`config.mk`:
```
export PLATFORM = sky130hd
export DESIGN_NAME = sram_arbiter_flat
export DESIGN_NICKNAME = d
export VERILOG_FILES = /design/src/rtl/sram_arbiter_if.sv /design/src/rtl/sram_arbiter.sv /design/src/flat_wrapper.sv
export SDC_FILE = /design/constraint.sdc
export NUM_CORES = 1
export LEC_CHECK = 0
export CELL_PAD_IN_SITES_DETAIL_PLACEMENT = 1
export CELL_PAD_IN_SITES_GLOBAL_PLACEMENT = 1
export CORE_ASPECT_RATIO = 0.8
export CORE_MARGIN = 8
export CORE_UTILIZATION = 23
export CTS_CLUSTER_SIZE = 12
export DETAILED_ROUTE_END_ITERATION = 8
export HOLD_SLACK_MARGIN = 0.12
export PLACE_DENSITY_LB_ADDON = 0.1
export SYNTH_ARGS = -nofsm -noshare
export SYNTH_HDL_FRONTEND = slang
export SYNTH_SLANG_ARGS = --single-unit
```
`constraint.sdc`:
```
create_clock -name clock_50 -period 7.05 [get_ports clock_50]
set_clock_uncertainty 0.2 [all_clocks]
set_input_delay 1.41 -clock clock_50 [delete_from_list [all_inputs] [get_ports clock_50]]
set_output_delay 1.41 -clock clock_50 [all_outputs]
set_load 0.02 [all_outputs]
```
`src/rtl/sram_arbiter_if.sv`:
```
// Requester and SRAM-side signal bundle for the two-port SRAM arbiter.
// The arbiter takes the slave view; the environment (requesters plus SRAM) takes the master view.
interface sram_arbiter_if #(
  parameter int ADDR_W = 16
) ();
  logic              spi_req;
  logic              spi_we;
  logic [ADDR_W-1:0] spi_addr;
  logic [7:0]        spi_wdata;
  logic              coco_req;
  logic              coco_we;
  logic [ADDR_W-1:0] coco_addr;
  logic [7:0]        coco_wdata;
  logic              spi_ack;
  logic              coco_ack;
  logic              spi_busy;
  logic              coco_busy;
  logic              spi_overrun;
  logic              coco_overrun;
  logic [7:0]        rdata;
  logic              actor;
  logic [17:0]       sram_addr;
  logic [7:0]        sram_dq_in;
  logic [7:0]        sram_dq_out;
  logic              sram_dq_oe;
  logic              sram_we_n;
  logic              sram_oe_n;
  logic              sram_ce_n;

  modport slave (
    input  spi_req, spi_we, spi_addr, spi_wdata,
    input  coco_req, coco_we, coco_addr, coco_wdata,
    input  sram_dq_in,
    output spi_ack, coco_ack, spi_busy, coco_busy, spi_overrun, coco_overrun,
    output rdata, actor,
    output sram_addr, sram_dq_out, sram_dq_oe, sram_we_n, sram_oe_n, sram_ce_n
  );

  modport master (
    output spi_req, spi_we, spi_addr, spi_wdata,
    output coco_req, coco_we, coco_addr, coco_wdata,
    output sram_dq_in,
    input  spi_ack, coco_ack, spi_busy, coco_busy, spi_overrun, coco_overrun,
    input  rdata, actor,
    input  sram_addr, sram_dq_out, sram_dq_oe, sram_we_n, sram_oe_n, sram_ce_n
  );
endinterface

```
`src/rtl/sram_arbiter.sv`:
```
// Two-port (SPI / Coco) arbiter for an asynchronous SRAM: each port holds one pending
// request, grants alternate fairly under contention, every access takes ACCESS_CYCLES clocks.
module sram_arbiter #(
  parameter int ACCESS_CYCLES = 6,
  parameter int ADDR_W        = 16
) (
  input  logic          clock_50,
  input  logic          reset,
  sram_arbiter_if.slave bus
);
  localparam int P_COCO = 0;
  localparam int P_SPI  = 1;

  typedef enum logic [1:0] {
    IDLE   = 2'd0,
    ACCESS = 2'd1,
    DONE   = 2'd2
  } state_t;

  state_t            state_reg, state_next;
  logic [2:0]        cnt_reg, cnt_next;
  logic              gnt_spi_reg, gnt_spi_next;
  logic              fair_reg, fair_next;
  logic              sel_spi;

  logic [1:0]        req_in;
  logic [1:0]        we_in;
  logic [ADDR_W-1:0] addr_in [2];
  logic [7:0]        wdata_in [2];

  logic [1:0]        pend_reg;
  logic [1:0]        pend_we_reg;
  logic [ADDR_W-1:0] pend_addr_reg [2];
  logic [7:0]        pend_wdata_reg [2];
  logic [1:0]        ovr_reg;
  logic [7:0]        rdata_reg;

  logic              g_we;
  logic [ADDR_W-1:0] g_addr;
  logic [7:0]        g_wdata;

  assign req_in            = {bus.spi_req, bus.coco_req};
  assign we_in             = {bus.spi_we, bus.coco_we};
  assign addr_in[P_SPI]    = bus.spi_addr;
  assign addr_in[P_COCO]   = bus.coco_addr;
  assign wdata_in[P_SPI]   = bus.spi_wdata;
  assign wdata_in[P_COCO]  = bus.coco_wdata;

  // Per-port pending slot: a request is only taken while the slot is empty, and the slot
  // stays occupied through the port's DONE cycle, so a req there counts as an overrun.
  genvar gi;
  generate
    for (gi = 0; gi < 2; gi++) begin : g_port
      localparam logic IS_SPI = (gi == P_SPI);
      logic clr;
      assign clr = (state_reg == DONE) && (gnt_spi_reg == IS_SPI);

      always_ff @(posedge clock_50 or posedge reset) begin
        if (reset) begin
          pend_reg[gi]       <= 1'b0;
          pend_we_reg[gi]    <= 1'b0;
          pend_addr_reg[gi]  <= '0;
          pend_wdata_reg[gi] <= 8'h00;
          ovr_reg[gi]        <= 1'b0;
        end else begin
          if (req_in[gi] && !pend_reg[gi]) begin
            pend_reg[gi]       <= 1'b1;
            pend_we_reg[gi]    <= we_in[gi];
            pend_addr_reg[gi]  <= addr_in[gi];
            pend_wdata_reg[gi] <= wdata_in[gi];
          end else if (clr) begin
            pend_reg[gi] <= 1'b0;
          end
          if (req_in[gi] && pend_reg[gi]) begin
            ovr_reg[gi] <= 1'b1;
          end
        end
      end
    end
  endgenerate

  assign g_we    = pend_we_reg[gnt_spi_reg];
  assign g_addr  = pend_addr_reg[gnt_spi_reg];
  assign g_wdata = pend_wdata_reg[gnt_spi_reg];
  assign sel_spi = pend_reg[P_SPI] && !(pend_reg[P_COCO] && fair_reg);

  always_ff @(posedge clock_50 or posedge reset) begin
    if (reset) begin
      state_reg   <= IDLE;
      cnt_reg     <= 3'd0;
      gnt_spi_reg <= 1'b0;
      fair_reg    <= 1'b0;
    end else begin
      state_reg   <= state_next;
      cnt_reg     <= cnt_next;
      gnt_spi_reg <= gnt_spi_next;
      fair_reg    <= fair_next;
    end
  end

  always_comb begin
    state_next   = state_reg;
    cnt_next     = cnt_reg;
    gnt_spi_next = gnt_spi_reg;
    fair_next    = fair_reg;
    case (state_reg)
      IDLE: begin
        if (|pend_reg) begin
          gnt_spi_next = sel_spi;
          cnt_next     = 3'(ACCESS_CYCLES - 1);
          state_next   = ACCESS;
          if (sel_spi && pend_reg[P_COCO]) begin
            fair_next = 1'b1;
          end else if (!sel_spi) begin
            fair_next = 1'b0;
          end
        end
      end
      ACCESS: begin
        if (cnt_reg == 3'd0) begin
          state_next = DONE;
        end else begin
          cnt_next = cnt_reg - 3'd1;
        end
      end
      DONE:    state_next = IDLE;
      default: state_next = IDLE;
    endcase
  end

  // Write strobe is released on the last ACCESS cycle so address and data are held past it.
  always_comb begin
    bus.sram_we_n   = 1'b1;
    bus.sram_dq_oe  = 1'b0;
    bus.sram_addr   = 18'h00000;
    bus.actor       = 1'b0;
    bus.spi_ack     = 1'b0;
    bus.coco_ack    = 1'b0;
    if (state_reg == ACCESS) begin
      bus.sram_dq_oe = g_we;
      bus.sram_we_n  = !(g_we && (cnt_reg != 3'd0));
    end
    if (state_reg != IDLE) begin
      bus.sram_addr = 18'(g_addr);
      bus.actor     = gnt_spi_reg;
    end
    if (state_reg == DONE) begin
      bus.spi_ack  = gnt_spi_reg;
      bus.coco_ack = !gnt_spi_reg;
    end
  end

  assign bus.sram_oe_n   = ~bus.sram_we_n;
  assign bus.sram_ce_n   = 1'b0;
  assign bus.sram_dq_out = g_wdata;

  always_ff @(posedge clock_50 or posedge reset) begin
    if (reset) begin
      rdata_reg <= 8'h00;
    end else if ((state_reg == ACCESS) && (cnt_reg == 3'd0) && !g_we) begin
      rdata_reg <= bus.sram_dq_in;
    end
  end

  assign bus.rdata        = rdata_reg;
  assign bus.spi_busy     = pend_reg[P_SPI];
  assign bus.coco_busy    = pend_reg[P_COCO];
  assign bus.spi_overrun  = ovr_reg[P_SPI];
  assign bus.coco_overrun = ovr_reg[P_COCO];
endmodule

```
`src/flat_wrapper.sv`:
```
// flat-port wrapper written by rule: the top's interface ports become plain ports
module sram_arbiter_flat 
#(
  parameter int ACCESS_CYCLES = 6,
  parameter int ADDR_W        = 16
)
  (clock_50, reset, bus_spi_req, bus_spi_we, bus_spi_addr, bus_spi_wdata, bus_coco_req, bus_coco_we, bus_coco_addr, bus_coco_wdata, bus_sram_dq_in, bus_spi_ack, bus_coco_ack, bus_spi_busy, bus_coco_busy, bus_spi_overrun, bus_coco_overrun, bus_rdata, bus_actor, bus_sram_addr, bus_sram_dq_out, bus_sram_dq_oe, bus_sram_we_n, bus_sram_oe_n, bus_sram_ce_n);
  sram_arbiter_if #(.ADDR_W(ADDR_W)) bus_i ();
  input  logic clock_50;
  input  logic reset;
  input wire logic [$bits(bus_i.spi_req)-1:0] bus_spi_req;
  input wire logic [$bits(bus_i.spi_we)-1:0] bus_spi_we;
  input wire logic [$bits(bus_i.spi_addr)-1:0] bus_spi_addr;
  input wire logic [$bits(bus_i.spi_wdata)-1:0] bus_spi_wdata;
  input wire logic [$bits(bus_i.coco_req)-1:0] bus_coco_req;
  input wire logic [$bits(bus_i.coco_we)-1:0] bus_coco_we;
  input wire logic [$bits(bus_i.coco_addr)-1:0] bus_coco_addr;
  input wire logic [$bits(bus_i.coco_wdata)-1:0] bus_coco_wdata;
  input wire logic [$bits(bus_i.sram_dq_in)-1:0] bus_sram_dq_in;
  output wire logic [$bits(bus_i.spi_ack)-1:0] bus_spi_ack;
  output wire logic [$bits(bus_i.coco_ack)-1:0] bus_coco_ack;
  output wire logic [$bits(bus_i.spi_busy)-1:0] bus_spi_busy;
  output wire logic [$bits(bus_i.coco_busy)-1:0] bus_coco_busy;
  output wire logic [$bits(bus_i.spi_overrun)-1:0] bus_spi_overrun;
  output wire logic [$bits(bus_i.coco_overrun)-1:0] bus_coco_overrun;
  output wire logic [$bits(bus_i.rdata)-1:0] bus_rdata;
  output wire logic [$bits(bus_i.actor)-1:0] bus_actor;
  output wire logic [$bits(bus_i.sram_addr)-1:0] bus_sram_addr;
  output wire logic [$bits(bus_i.sram_dq_out)-1:0] bus_sram_dq_out;
  output wire logic [$bits(bus_i.sram_dq_oe)-1:0] bus_sram_dq_oe;
  output wire logic [$bits(bus_i.sram_we_n)-1:0] bus_sram_we_n;
  output wire logic [$bits(bus_i.sram_oe_n)-1:0] bus_sram_oe_n;
  output wire logic [$bits(bus_i.sram_ce_n)-1:0] bus_sram_ce_n;
  assign bus_i.spi_req = bus_spi_req;
  assign bus_i.spi_we = bus_spi_we;
  assign bus_i.spi_addr = bus_spi_addr;
  assign bus_i.spi_wdata = bus_spi_wdata;
  assign bus_i.coco_req = bus_coco_req;
  assign bus_i.coco_we = bus_coco_we;
  assign bus_i.coco_addr = bus_coco_addr;
  assign bus_i.coco_wdata = bus_coco_wdata;
  assign bus_i.sram_dq_in = bus_sram_dq_in;
  assign bus_spi_ack = bus_i.spi_ack;
  assign bus_coco_ack = bus_i.coco_ack;
  assign bus_spi_busy = bus_i.spi_busy;
  assign bus_coco_busy = bus_i.coco_busy;
  assign bus_spi_overrun = bus_i.spi_overrun;
  assign bus_coco_overrun = bus_i.coco_overrun;
  assign bus_rdata = bus_i.rdata;
  assign bus_actor = bus_i.actor;
  assign bus_sram_addr = bus_i.sram_addr;
  assign bus_sram_dq_out = bus_i.sram_dq_out;
  assign bus_sram_dq_oe = bus_i.sram_dq_oe;
  assign bus_sram_we_n = bus_i.sram_we_n;
  assign bus_sram_oe_n = bus_i.sram_oe_n;
  assign bus_sram_ce_n = bus_i.sram_ce_n;
  sram_arbiter #(.ACCESS_CYCLES(ACCESS_CYCLES), .ADDR_W(ADDR_W)) u_core (.clock_50(clock_50), .reset(reset), .bus(bus_i));
endmodule
```
==> After elaboration in Yosys (flattened, before gate mapping) <==
Index checks and enable logic that the tools add are counted.
W data, S select, Z words.
{ "totals": {"output_inout_bits": 45, "inputBits": 62, "wordCells": 83, "reg_bits": 69} }
{ "classes": {"order_cmp": 2, "bitwise_logic": 3, "muxes": 26, "eq_ne": 6, "n_reduce_logical": 30, "add_sub_neg": 1} }
{ "ops": {"columns": ["operator", "count"], "rows": [
  ["$mux W16", 4],
  ["$mux W8", 3],
  ["$mux W1", 13],
  ["$logic_and A1 B1 Y1", 12],
  ["$reduce_bool A2 Y1", 4],
  ["$logic_not A1 Y1", 6],
  ["$mux W3", 2],
  ["$pmux W3 S2", 1],
  ["$reduce_and A3 Y1", 2],
  ["$mux W2", 2],
  ["$ne A2 B1 Y1 const B", 2],
  ["$ne A2 B2 Y1 const B", 2],
  ["$pmux W2 S2", 1],
  ["$reduce_and A2 Y1", 2],
  ["$logic_not A3 Y1", 1],
  ["$reduce_bool A3 Y1", 1],
  ["$sub A3 B1 Y3 const B", 1],
  ["$eq A2 B1 Y1 const B", 1],
  ["$eq A2 B2 Y1 const B", 1],
  ["$ge A2 B2 Y1 const B", 1],
  ["$logic_not A2 Y1", 1],
  ["$lt A1 B2 Y1 const B", 1],
  ["$not A1 Y1", 2],
  ["$not A1 Y2", 1],
  ["$reduce_or A2 Y1", 1]
]} }

==> Logic depth before layout (Yosys ltp) <==
Gate-level depths: netlist of the first run.
{ "logic_depth": {"ltp_word": 6, "mapped_depth": 5, "depth_no_buf": 5} }

==> Least setup slack after synthesis of the first run <==
OpenSTA, ideal clock, no wires.
{ "synth_timing": {"path_kind": "register -> output", "from": "register u_core.state_reg[1]", "to": "output port bus_sram_we_n", "path_stages_with_launch": 4, "slack_ps": 4253, "path_buffers": 0, "required_time_ps": 5440, "t_arrival_ps": 1187, "cell_sequence": "dfrtp_1 nand2b_1 nor2_1 nand2_1"} }
{ "synth_between": {"elab_chain_cells": 2} }
{ "synth_lines": {"columns": ["element", "line_no", "text"], "rows": [
  ["start, declared", "sram_arbiter.sv:20", "state_t state_reg, state_next;"],
  ["start signal, assigned", "sram_arbiter.sv:94", "state_reg <= state_next;"],
  ["$eq A2 B1 Y1", "sram_arbiter.sv:139", "if (state_reg == ACCESS) begin"],
  ["$mux W1", "sram_arbiter.sv:139", null],
  ["end, declared", "flat_wrapper.sv:31", "output wire logic [$bits(bus_i.sram_we_n)-1:0] bus_sram_we_n;"]
]} }
Every way passes these cells.

==> Worst setup path in the final report of the first run <==
{ "layout_timing": {"from": "register u_core.gnt_spi_reg", "to": "output port bus_sram_we_n"} }
{ "layout_between": {"elab_chain_cells": 5} }
{ "layout_lines": {"columns": ["element", "line_no", "text"], "rows": [
  ["start, declared", "sram_arbiter.sv:22", "logic gnt_spi_reg, gnt_spi_next;"],
  ["start signal, assigned", "sram_arbiter.sv:96", "gnt_spi_reg <= gnt_spi_next;"],
  ["$mux W1 (implied by the code) (2 in series)", "sram_arbiter.sv:82", "assign g_we = pend_we_reg[gnt_spi_reg];"],
  ["$logic_and A1 B1 Y1", "sram_arbiter.sv:141", "bus.sram_we_n = !(g_we && (cnt_reg != 3'd0));"],
  ["$logic_not A1 Y1", "sram_arbiter.sv:141", null],
  ["$mux W1", "sram_arbiter.sv:139", null]
]} }
Every way passes these cells. The select of a mux whose other input is x is not followed.

==> run_results.csv, run 1 <==
group,metric,value,unit
status,status,"finished, final reports clean",
sta,maxSlewHeadroom,0.395,
yosys,async_flop_share,1.00,
routing,ant_nets,0,
yosys,ys_seq_elements,69,
sta,fin_crit,4030,ps
cts,clkTransAtPathRegs,50,ps
yosys,synth_common_cells,"69 x dfrtp_1, 66 x mux2_2, 20 x nor2_1",
placement,place_congestion,0.666,
yosys,yosysSeqAreaShare,0.553,
cts,cts_tree,"built",
cts,htreeDepth,3,
yosys,synth_top_area_share,0.553,
cts,cts_buffers,9,
sta,setup_tns,0,ps
yosys,synth_most_common_cell,"dfrtp_1",
die,fp.dieArea,17600,µm²
cts,worstSkewPairLatency,320,ps
die,rows,38,
yosys,synth-edff-count,0,
die,die_y,120,µm
global_route,track_usage,0.101,
min_path,hp-class,"flip-flop to flip-flop",
global_route,grt_start_max_net_pins,38,
worst_setup_path,cp.required,5440,ps
power_and_ir_drop,p_per_area,499,nW/µm²
routing,highest_layer,"met4",
worst_setup_path,crit_fanout,29,
yosys,synth_flop_cell,"dfrtp_1",
routing,vias,2036,
sta,rsz0062_at_grt,"no",
routing,vias_per_cell,4.00,
sta,hold_slack,250,ps
sta,tightest_slew,906,ps
finish,nets,389,
die,die_w,146,µm
sta,max_clock_freq,248,MHz
cts,cts_sinks,69,
die,core,13400,µm²
placement,dpl_cell_area,4290,µm²
yosys,netlist_area,3120,µm²
sta,finalCritPeriodShare,0.572,
routing,drc_errors,0,
yosys,yosysTopAreaCell,"dfrtp_1",
yosys,synth.top_cells.by_area,"dfrtp_1 55%, mux2_2 24%, mux2i_1 5.1%",
routing,wl,8440,µm
worst_setup_path,crit_path_end_kind,"output port",
cts,postCtsSetupRepairBufs,0,
power_and_ir_drop,fin_total_pwr,0.00229,W
worst_setup_path,critical_path_arrival,2420,ps
worst_setup_path,cp-start-kind,"flip-flop",
yosys,syn_area_per_cell,14.1,µm²
flow_run,drv_cap,0,
power_and_ir_drop,power_leakage,1.88,nW
placement,io_buffer_count,103,
finish,largest_reg_flops,32,
die,start_util,0.233,
yosys,syn_inst,222,
cts,holdBufCountCts,0,
placement,dp_hpwl,5910,µm
yosys,synth_cell_type_count,29,
routing,first_iter_violations,55,
global_route,grt_pass1_wl,13800,µm
finish,fillers,1463,
global_route,grt_antenna_before_repair,0,
sta,slew_viol_final,0,
global_route,gr-total-overflow,0,
sta,finalSetupViolCount,0,
routing,wl_met3,503,µm
power_and_ir_drop,ir_drop,149,µV
routing,first_pass_iters,3,
routing,drt-met1-wl,3850,µm
worst_setup_path,crit_type,"flip-flop to output port",
finish,drive_above_1_share,0.274,
cts,cts_max_path_buffers,2,
sta,hold_viol_final,0,
routing,wl_met2,4030,µm
finish,syn2layout_area_growth,46.9,%
cts,cts-resized-gates,0,
finish,final_area,4580,µm²
placement,dp_slack,3290,ps
cts,clockRootBuffer,"clkbuf_16",
routing,wl_per_cell,16.6,µm
yosys,synth_warnings,0,
finish,antennaDiodeCount,0,
sta,layout_setup_ws,3020,ps
die,ios,107,
global_route,grt_pass1_vias,2329,
==> stage by stage <==
step                std cells  utilization
detailed placement        494        0.320
global placement          494        0.320
global route              509        0.342
finish                    509        0.342
CTS                       509        0.342
floorplan                 224            -
==> report_power, final <==
group | switching, W | total (W) | internal [W]
logic | 0.000483 | 0.00109 | 0.000605
registers | 0.000155 | 0.000748 | 0.000594
clock network | 0.000158 | 0.000449 | 0.000292
==> placed cells by master (no fill, tap or decap), types with 2 or more instances in the layout <==
cell type | synthesis | final
a21o_1 | 2 | 2
clkbuf_1 | 0 | 3
clkbuf_16 | 0 | 9
clkbuf_8 | 0 | 2
clkdlybuf4s50_1 | 0 | 103
conb_1 | 1 | 3
dfrtp_1 | 69 | 68
ha_1 | 2 | 2
inv_1 | 5 | 4
mux2_2 | 66 | 66
mux2_4 | 2 | 2
mux2i_1 | 16 | 16
nand2_1 | 4 | 4
nand2b_1 | 2 | 2
nor2_1 | 20 | 20
nor2b_1 | 4 | 2
nor2b_4 | 1 | 3
o21bai_1 | 2 | 2
==> final timing paths <==
check	startpoint	endpoint	slack [ps]	cells past startpoint
max	u_core.gnt_spi_reg$_DFFE_PP0P_	bus_sram_we_n	3020	4
min	u_core.bus.coco_overrun$_DFFE_PP0P_	u_core.bus.coco_overrun$_DFFE_PP0P_	250	1
min in group asynchronous	reset	u_core.pend_addr_reg[19]$_DFFE_PP0P_	1330	2
max reg2reg	u_core.gnt_spi_reg$_DFFE_PP0P_	u_core.bus.rdata[5]$_DFFE_PP0P_	4920	3
max in group asynchronous	reset	u_core.gnt_spi_reg$_DFFE_PP0P_	4290	3
min reg2reg	u_core.bus.coco_overrun$_DFFE_PP0P_	u_core.bus.coco_overrun$_DFFE_PP0P_	250	1
==> metal layers <==
layer	global-route usage	up-vias
met5	0	-
met4	0.0270	0
met3	0.0422	4
met2	0.160	56
met1	0.126	1004
li1	-	972
==> kinds of logic after synthesis <==
family | count (synthesis) | synth area share
simple gates | 37 | 0.0637
other cells | 1 | 0.00120
fa+ha+maj | 2 | 0.00802
flops | 69 | 0.553
buf+inv | 19 | 0.0441
mux | 85 | 0.306
compound gates | 9 | 0.0233
==> critical path, stage by stage, from the launching register on <==
cell             delay [ps]
dfrtp_2                 930
mux2i_4                 400
nor2_1                  100
nand2_1                  70
clkdlybuf4s50_1         600
==> final cells by class <==
class                   count  area, µm²  share of cell area
well taps                 180        225              0.0491
repair buffers            104       1040               0.227
clock inverters             1       30.0             0.00655
inverters                   5       18.8             0.00410
clock buffers              14        264              0.0576
flip-flops and latches     69       1730               0.377
multi-input cells         136       1280               0.279
Note: power is estimated with default switching activity, not from simulation.
==> run 2: changes to the inputs <==
==> constraint.sdc (replaced) <==
create_clock -name clock_50 -period 3.2 [get_ports clock_50]
set_clock_uncertainty 0.2 [all_clocks]
set_input_delay 0.64 -clock clock_50 [delete_from_list [all_inputs] [get_ports clock_50]]
set_output_delay 0.64 -clock clock_50 [all_outputs]
set_load 0.02 [all_outputs]
==> run_results.csv, run 2 (synthesis results as in run 1) <==
group,metric,value,unit
status,status,"finished, final reports clean",
sta,hold_viol_final,0,
routing,first_iter_violations,48,
worst_setup_path,critical_path_arrival,2050,ps
die,die_y,120,µm
cts,postCtsSetupRepairBufs,0,
die,rows,38,
sta,layout_setup_ws,307,ps
finish,largest_reg_flops,32,
global_route,grt_antenna_before_repair,0,
worst_setup_path,cp.required,2360,ps
sta,max_clock_freq,346,MHz
placement,io_buffer_count,103,
finish,antennaDiodeCount,0,
finish,multiInputGateArea,1280,µm²
global_route,grt_pass1_wl,14000,µm
routing,ant_nets,0,
cts,htreeDepth,3,
global_route,grt_pass1_vias,2484,
power_and_ir_drop,p_per_area,1110,nW/µm²
die,ios,107,
routing,first_pass_iters,4,
global_route,gr-total-overflow,0,
finish,fillers,1435,
routing,vias_per_cell,4.06,
sta,finalCritPeriodShare,0.904,
finish,final_cell_mix,"103 x clkdlybuf4s50_1, 68 x dfrtp_1, 66 x mux2_2, 20 x nor2_1, 16 x mux2i_1",
sta,slew_viol_final,0,
sta,tightest_slew,526,ps
sta,finalSetupViolCount,0,
sta,setup_tns,0,ps
sta,rsz0062_at_grt,"no",
power_and_ir_drop,fin_total_pwr,0.00519,W
worst_setup_path,crit_path_end_kind,"output port",
finish,final_common_cell,"clkdlybuf4s50_1",
global_route,track_usage,0.103,
cts,worstSkewPairLatency,320,ps
worst_setup_path,crit_fanout,15,
routing,wl,8680,µm
cts,cts_buffers,9,
routing,vias,2099,
finish,nets,396,
finish,drive_above_1_share,0.297,
min_path,hp-class,"flip-flop to flip-flop",
cts,clockRootBuffer,"clkbuf_16",
cts,clkTransAtPathRegs,60,ps
cts,cts_max_path_buffers,2,
worst_setup_path,crit_type,"flip-flop to output port",
worst_setup_path,cp-start-kind,"flip-flop",
global_route,grt_start_max_net_pins,32,
routing,drc_errors,0,
flow_run,drv_cap,0,
cts,cts_tree,"built",
power_and_ir_drop,ir_drop,345,µV
cts,holdBufCountCts,0,
die,die_w,146,µm
die,start_util,0.233,
placement,place_congestion,0.630,
routing,wl_per_cell,16.8,µm
cts,cts-resized-gates,0,
die,fp.dieArea,17600,µm²
placement,dp_slack,630,ps
sta,maxSlewHeadroom,0.648,
finish,syn2layout_area_growth,50.4,%
sta,fin_crit,2890,ps
finish,regArea,1730,µm²
cts,cts_sinks,69,
placement,dp_hpwl,6520,µm
power_and_ir_drop,power_leakage,1.94,nW
die,core,13400,µm²
==> run 2: changes by cell type in the layout (fill, tap and decap cells not counted) <==
cell	change
clkbuf_1	-2
clkinv_2	+2
buf_4	+5
bufinv_16	+1
buf_12	+2
==> run 2: path summary, 6_finish.rpt <==
check                                                          from                             endpoint  slack (ps)  depth (start not counted)
worst max register to register        u_core.cnt_reg[0]$_DFFE_PP0P_      u_core.bus.rdata[4]$_DFFE_PP0P_        1450                          5
worst min register to register  u_core.bus.coco_overrun$_DFFE_PP0P_  u_core.bus.coco_overrun$_DFFE_PP0P_         260                          1
min in group asynchronous                                     reset      u_core.bus.rdata[3]$_DFFE_PP0P_         370                          2
worst min-delay path            u_core.bus.coco_overrun$_DFFE_PP0P_  u_core.bus.coco_overrun$_DFFE_PP0P_         260                          1
max in group asynchronous                                     reset       u_core.gnt_spi_reg$_DFFE_PP0P_        1860                          3
worst max-delay path                 u_core.gnt_spi_reg$_DFFE_PP0P_                   bus_sram_dq_out[1]         310                          3
==> run 2: metal layers <==
metal,vias to the layer above,global-route usage,part of all wire
met3,8,0.0429,0.060
met1,1055,0.122,0.44
met5,-,0,0
met4,0,0.0308,0.011
met2,53,0.167,0.49
li1,983,-,-
==> run 2: worst max-delay path, cell delays in order, from the launching register on <==
cell and delay, ps:
dfrtp_2 490, buf_4 310, mux2_2 380, clkdlybuf4s50_1 540
==> run 2: final cells by class <==
type,instances,area share
sequential,69,0.368
clock inverter,4,0.0149
clock buffer,12,0.0547
inverter,5,0.00400
tap,180,0.0480
timing repair buffer,111,0.238
multi-input combinational,136,0.272
==> run 2: stage by stage <==
step | util | hold WS [ps] | instance area (µm²) | std cells
6_report | 0.350 | 260 | 4690 | 517
5_1_grt | 0.350 | 281 | 4690 | 517
4_1_cts | 0.350 | 266 | 4690 | 517
3_5_place_dp | 0.326 | 253 | 4370 | 501
3_3_place_gp | 0.326 | 239 | 4370 | 501
2_1_floorplan | - | 275 | 3130 | 224
==> run 2: where the power goes <==
part | total, W | switching, W | internal, W
logic | 0.00251 | 0.00114 | 0.00137
clock network | 0.00109 | 0.000366 | 0.000722
registers | 0.00160 | 0.000287 | 0.00131
total | 0.00519 | 0.00179 | 0.00340
==> run 3: changes to the inputs <==
--- a/config.mk
+++ b/config.mk
@@ -7,7 +7,6 @@
 export LEC_CHECK = 0
 export CELL_PAD_IN_SITES_DETAIL_PLACEMENT = 1
 export CELL_PAD_IN_SITES_GLOBAL_PLACEMENT = 1
-export CORE_ASPECT_RATIO = 0.8
 export CORE_MARGIN = 8
 export CORE_UTILIZATION = 23
 export CTS_CLUSTER_SIZE = 12
==> run_results.csv, run 3 (synthesis results as in run 1) <==
group,metric,value,unit
status,status,"finished, final reports clean",
sta,hold_viol_final,0,
sta,maxSlewHeadroom,0.626,
cts,cts_tree,"built",
die,start_util,0.236,
cts,postCtsSetupRepairBufs,0,
worst_setup_path,worst-path-buf-inv,2,
routing,wl_per_cell,16.9,µm
power_and_ir_drop,power_leakage,1.93,nW
cts,cts_sinks,69,
global_route,grt_start_max_net_pins,30,
worst_setup_path,crit_path_end_kind,"output port",
global_route,track_usage,0.102,
cts,holdBufCountCts,0,
flow_run,drv_cap,0,
cts,cts_max_path_buffers,2,
finish,final_common_cell,"clkdlybuf4s50_1",
finish,largest_reg_flops,32,
die,die_w,132,µm
routing,drt-met1-wl,3870,µm
worst_setup_path,startpoint,"u_core.gnt_spi_reg$_DFFE_PP0P_",
routing,wl,8650,µm
worst_setup_path,r2r_cells,3,
finish,nets,395,
die,fp.dieArea,17600,µm²
die,core,13200,µm²
worst_setup_path,crit_type,"flip-flop to output port",
placement,place_congestion,0.701,
min_path,hold_depth,1,
routing,wl_met3,512,µm
worst_setup_path,critical_path_arrival,2190,ps
routing,highest_layer,"met4",
power_and_ir_drop,p_per_area,1090,nW/µm²
placement,io_buffer_count,103,
finish,multiInputGateArea,1280,µm²
worst_setup_path,slowest_delay,730,ps
worst_setup_path,r2r_setup_slack,1300,ps
worst_setup_path,path_depth,4,
cts,clkTransAtPathRegs,60,ps
routing,drc_errors,0,
sta,finalCritPeriodShare,0.947,
global_route,gr-total-overflow,0,
global_route,grt_antenna_before_repair,0,
worst_setup_path,cp-start-kind,"flip-flop",
cts,htreeDepth,3,
worst_setup_path,critPathTopFamily,"buffers and inverters",
placement,dp_hpwl,6440,µm
sta,rsz0062_at_grt,"no",
die,ios,107,
die,die_y,132,µm
worst_setup_path,worstReg2RegEnd,"u_core.bus.rdata[1]$_DFFE_PP0P_",
routing,vias_per_cell,4.14,
die,rows,42,
routing,ant_nets,0,
min_path,hp-class,"flip-flop to flip-flop",
routing,wl_met2,4110,µm
sta,fin_crit,3030,ps
routing,first_pass_iters,2,
worst_setup_path,r2r-start,"u_core.gnt_spi_reg$_DFFE_PP0P_",
routing,vias,2119,
sta,slew_viol_final,0,
global_route,grt_pass1_wl,13800,µm
finish,fillers,1453,
finish,antennaDiodeCount,0,
cts,worstSkewPairLatency,320,ps
worst_setup_path,crit_fanout,18,
cts,cts_buffers,9,
finish,syn2layout_area_growth,49.8,%
finish,drive_above_1_share,0.292,
finish,final_core_util,0.353,
worst_setup_path,cpMaxStageDelayCell,"dfrtp_2",
worst_setup_path,path_cells,"buf_4 -> mux2i_1 -> nor2_1 -> clkdlybuf4s50_1",
power_and_ir_drop,ir_drop,323,µV
worst_setup_path,cp-endpoint,"bus_sram_addr[2]",
finish,regArea,1730,µm²
sta,tightest_slew,561,ps
sta,max_clock_freq,330,MHz
finish,final_cell_mix,"103 x clkdlybuf4s50_1, 68 x dfrtp_1, 66 x mux2_2, 20 x nor2_1, 16 x mux2i_1",
min_path,hp-start,"u_core.bus.spi_overrun$_DFFE_PP0P_",
routing,first_iter_violations,64,
global_route,grt_pass1_vias,2412,
cts,clockRootBuffer,"clkbuf_16",
sta,setup_tns,0,ps
worst_setup_path,cp.required,2360,ps
sta,finalSetupViolCount,0,
cts,cts-resized-gates,0,
==> run 3: cell count changes in the layout (fill, tap and decap cells not counted), sizes merged <==
cell and change:
clkinvlp +1, bufinv -1, buf -1
==> run 3: report_power, final <==
group	switching, W	total, W	internal, W
combinational	0.00111	0.00248	0.00137
clock	0.000363	0.000985	0.000622
sequential	0.000307	0.00162	0.00131
total	0.00178	0.00508	0.00330
==> run 3: final cells by class <==
type | instances | share of cell area
flip-flops and latches | 69 | 0.370
well taps | 176 | 0.0471
clock inverters | 4 | 0.0102
repair buffers | 110 | 0.243
inverters | 5 | 0.00402
clock buffers | 12 | 0.0527
multi-input cells | 136 | 0.274
==> run 3: how the worst min path moves through the flow <==
stage / endpoint / slack (ps)
2_1_floorplan: u_core.pend_wdata_reg[0]$_DFFE_PP0P_ / 270
5_1_grt: u_core.bus.coco_overrun$_DFFE_PP0P_ / 280
3_3_place_gp: u_core.bus.spi_overrun$_DFFE_PP0P_ / 240
3_5_place_dp: u_core.bus.coco_overrun$_DFFE_PP0P_ / 250
4_1_cts: u_core.bus.coco_overrun$_DFFE_PP0P_ / 260
6_report: u_core.bus.spi_overrun$_DFFE_PP0P_ / 260
==> run 3: per-layer routing <==
metal  vias to the layer above  track usage
li1                        983            -
met1                      1068        0.122
met2                        57        0.160
met3                        11       0.0322
met4                         0       0.0511
met5                         -            0
==> run 3: metrics by stage <==
step | hold WS [ps] | cells | area [µm²] | setup WS [ps] | total power [W]
after floorplan | 275 | 224 | 3130 | 620 | 0.00311
after global placement | 241 | 496 | 4380 | 470 | 0.00414
after detailed placement | 249 | 496 | 4380 | 479 | 0.00417
after CTS | 262 | 512 | 4670 | 103 | 0.00521
after global routing | 276 | 512 | 4670 | 2.85 | 0.00543
final | 263 | 512 | 4670 | 168 | 0.00508
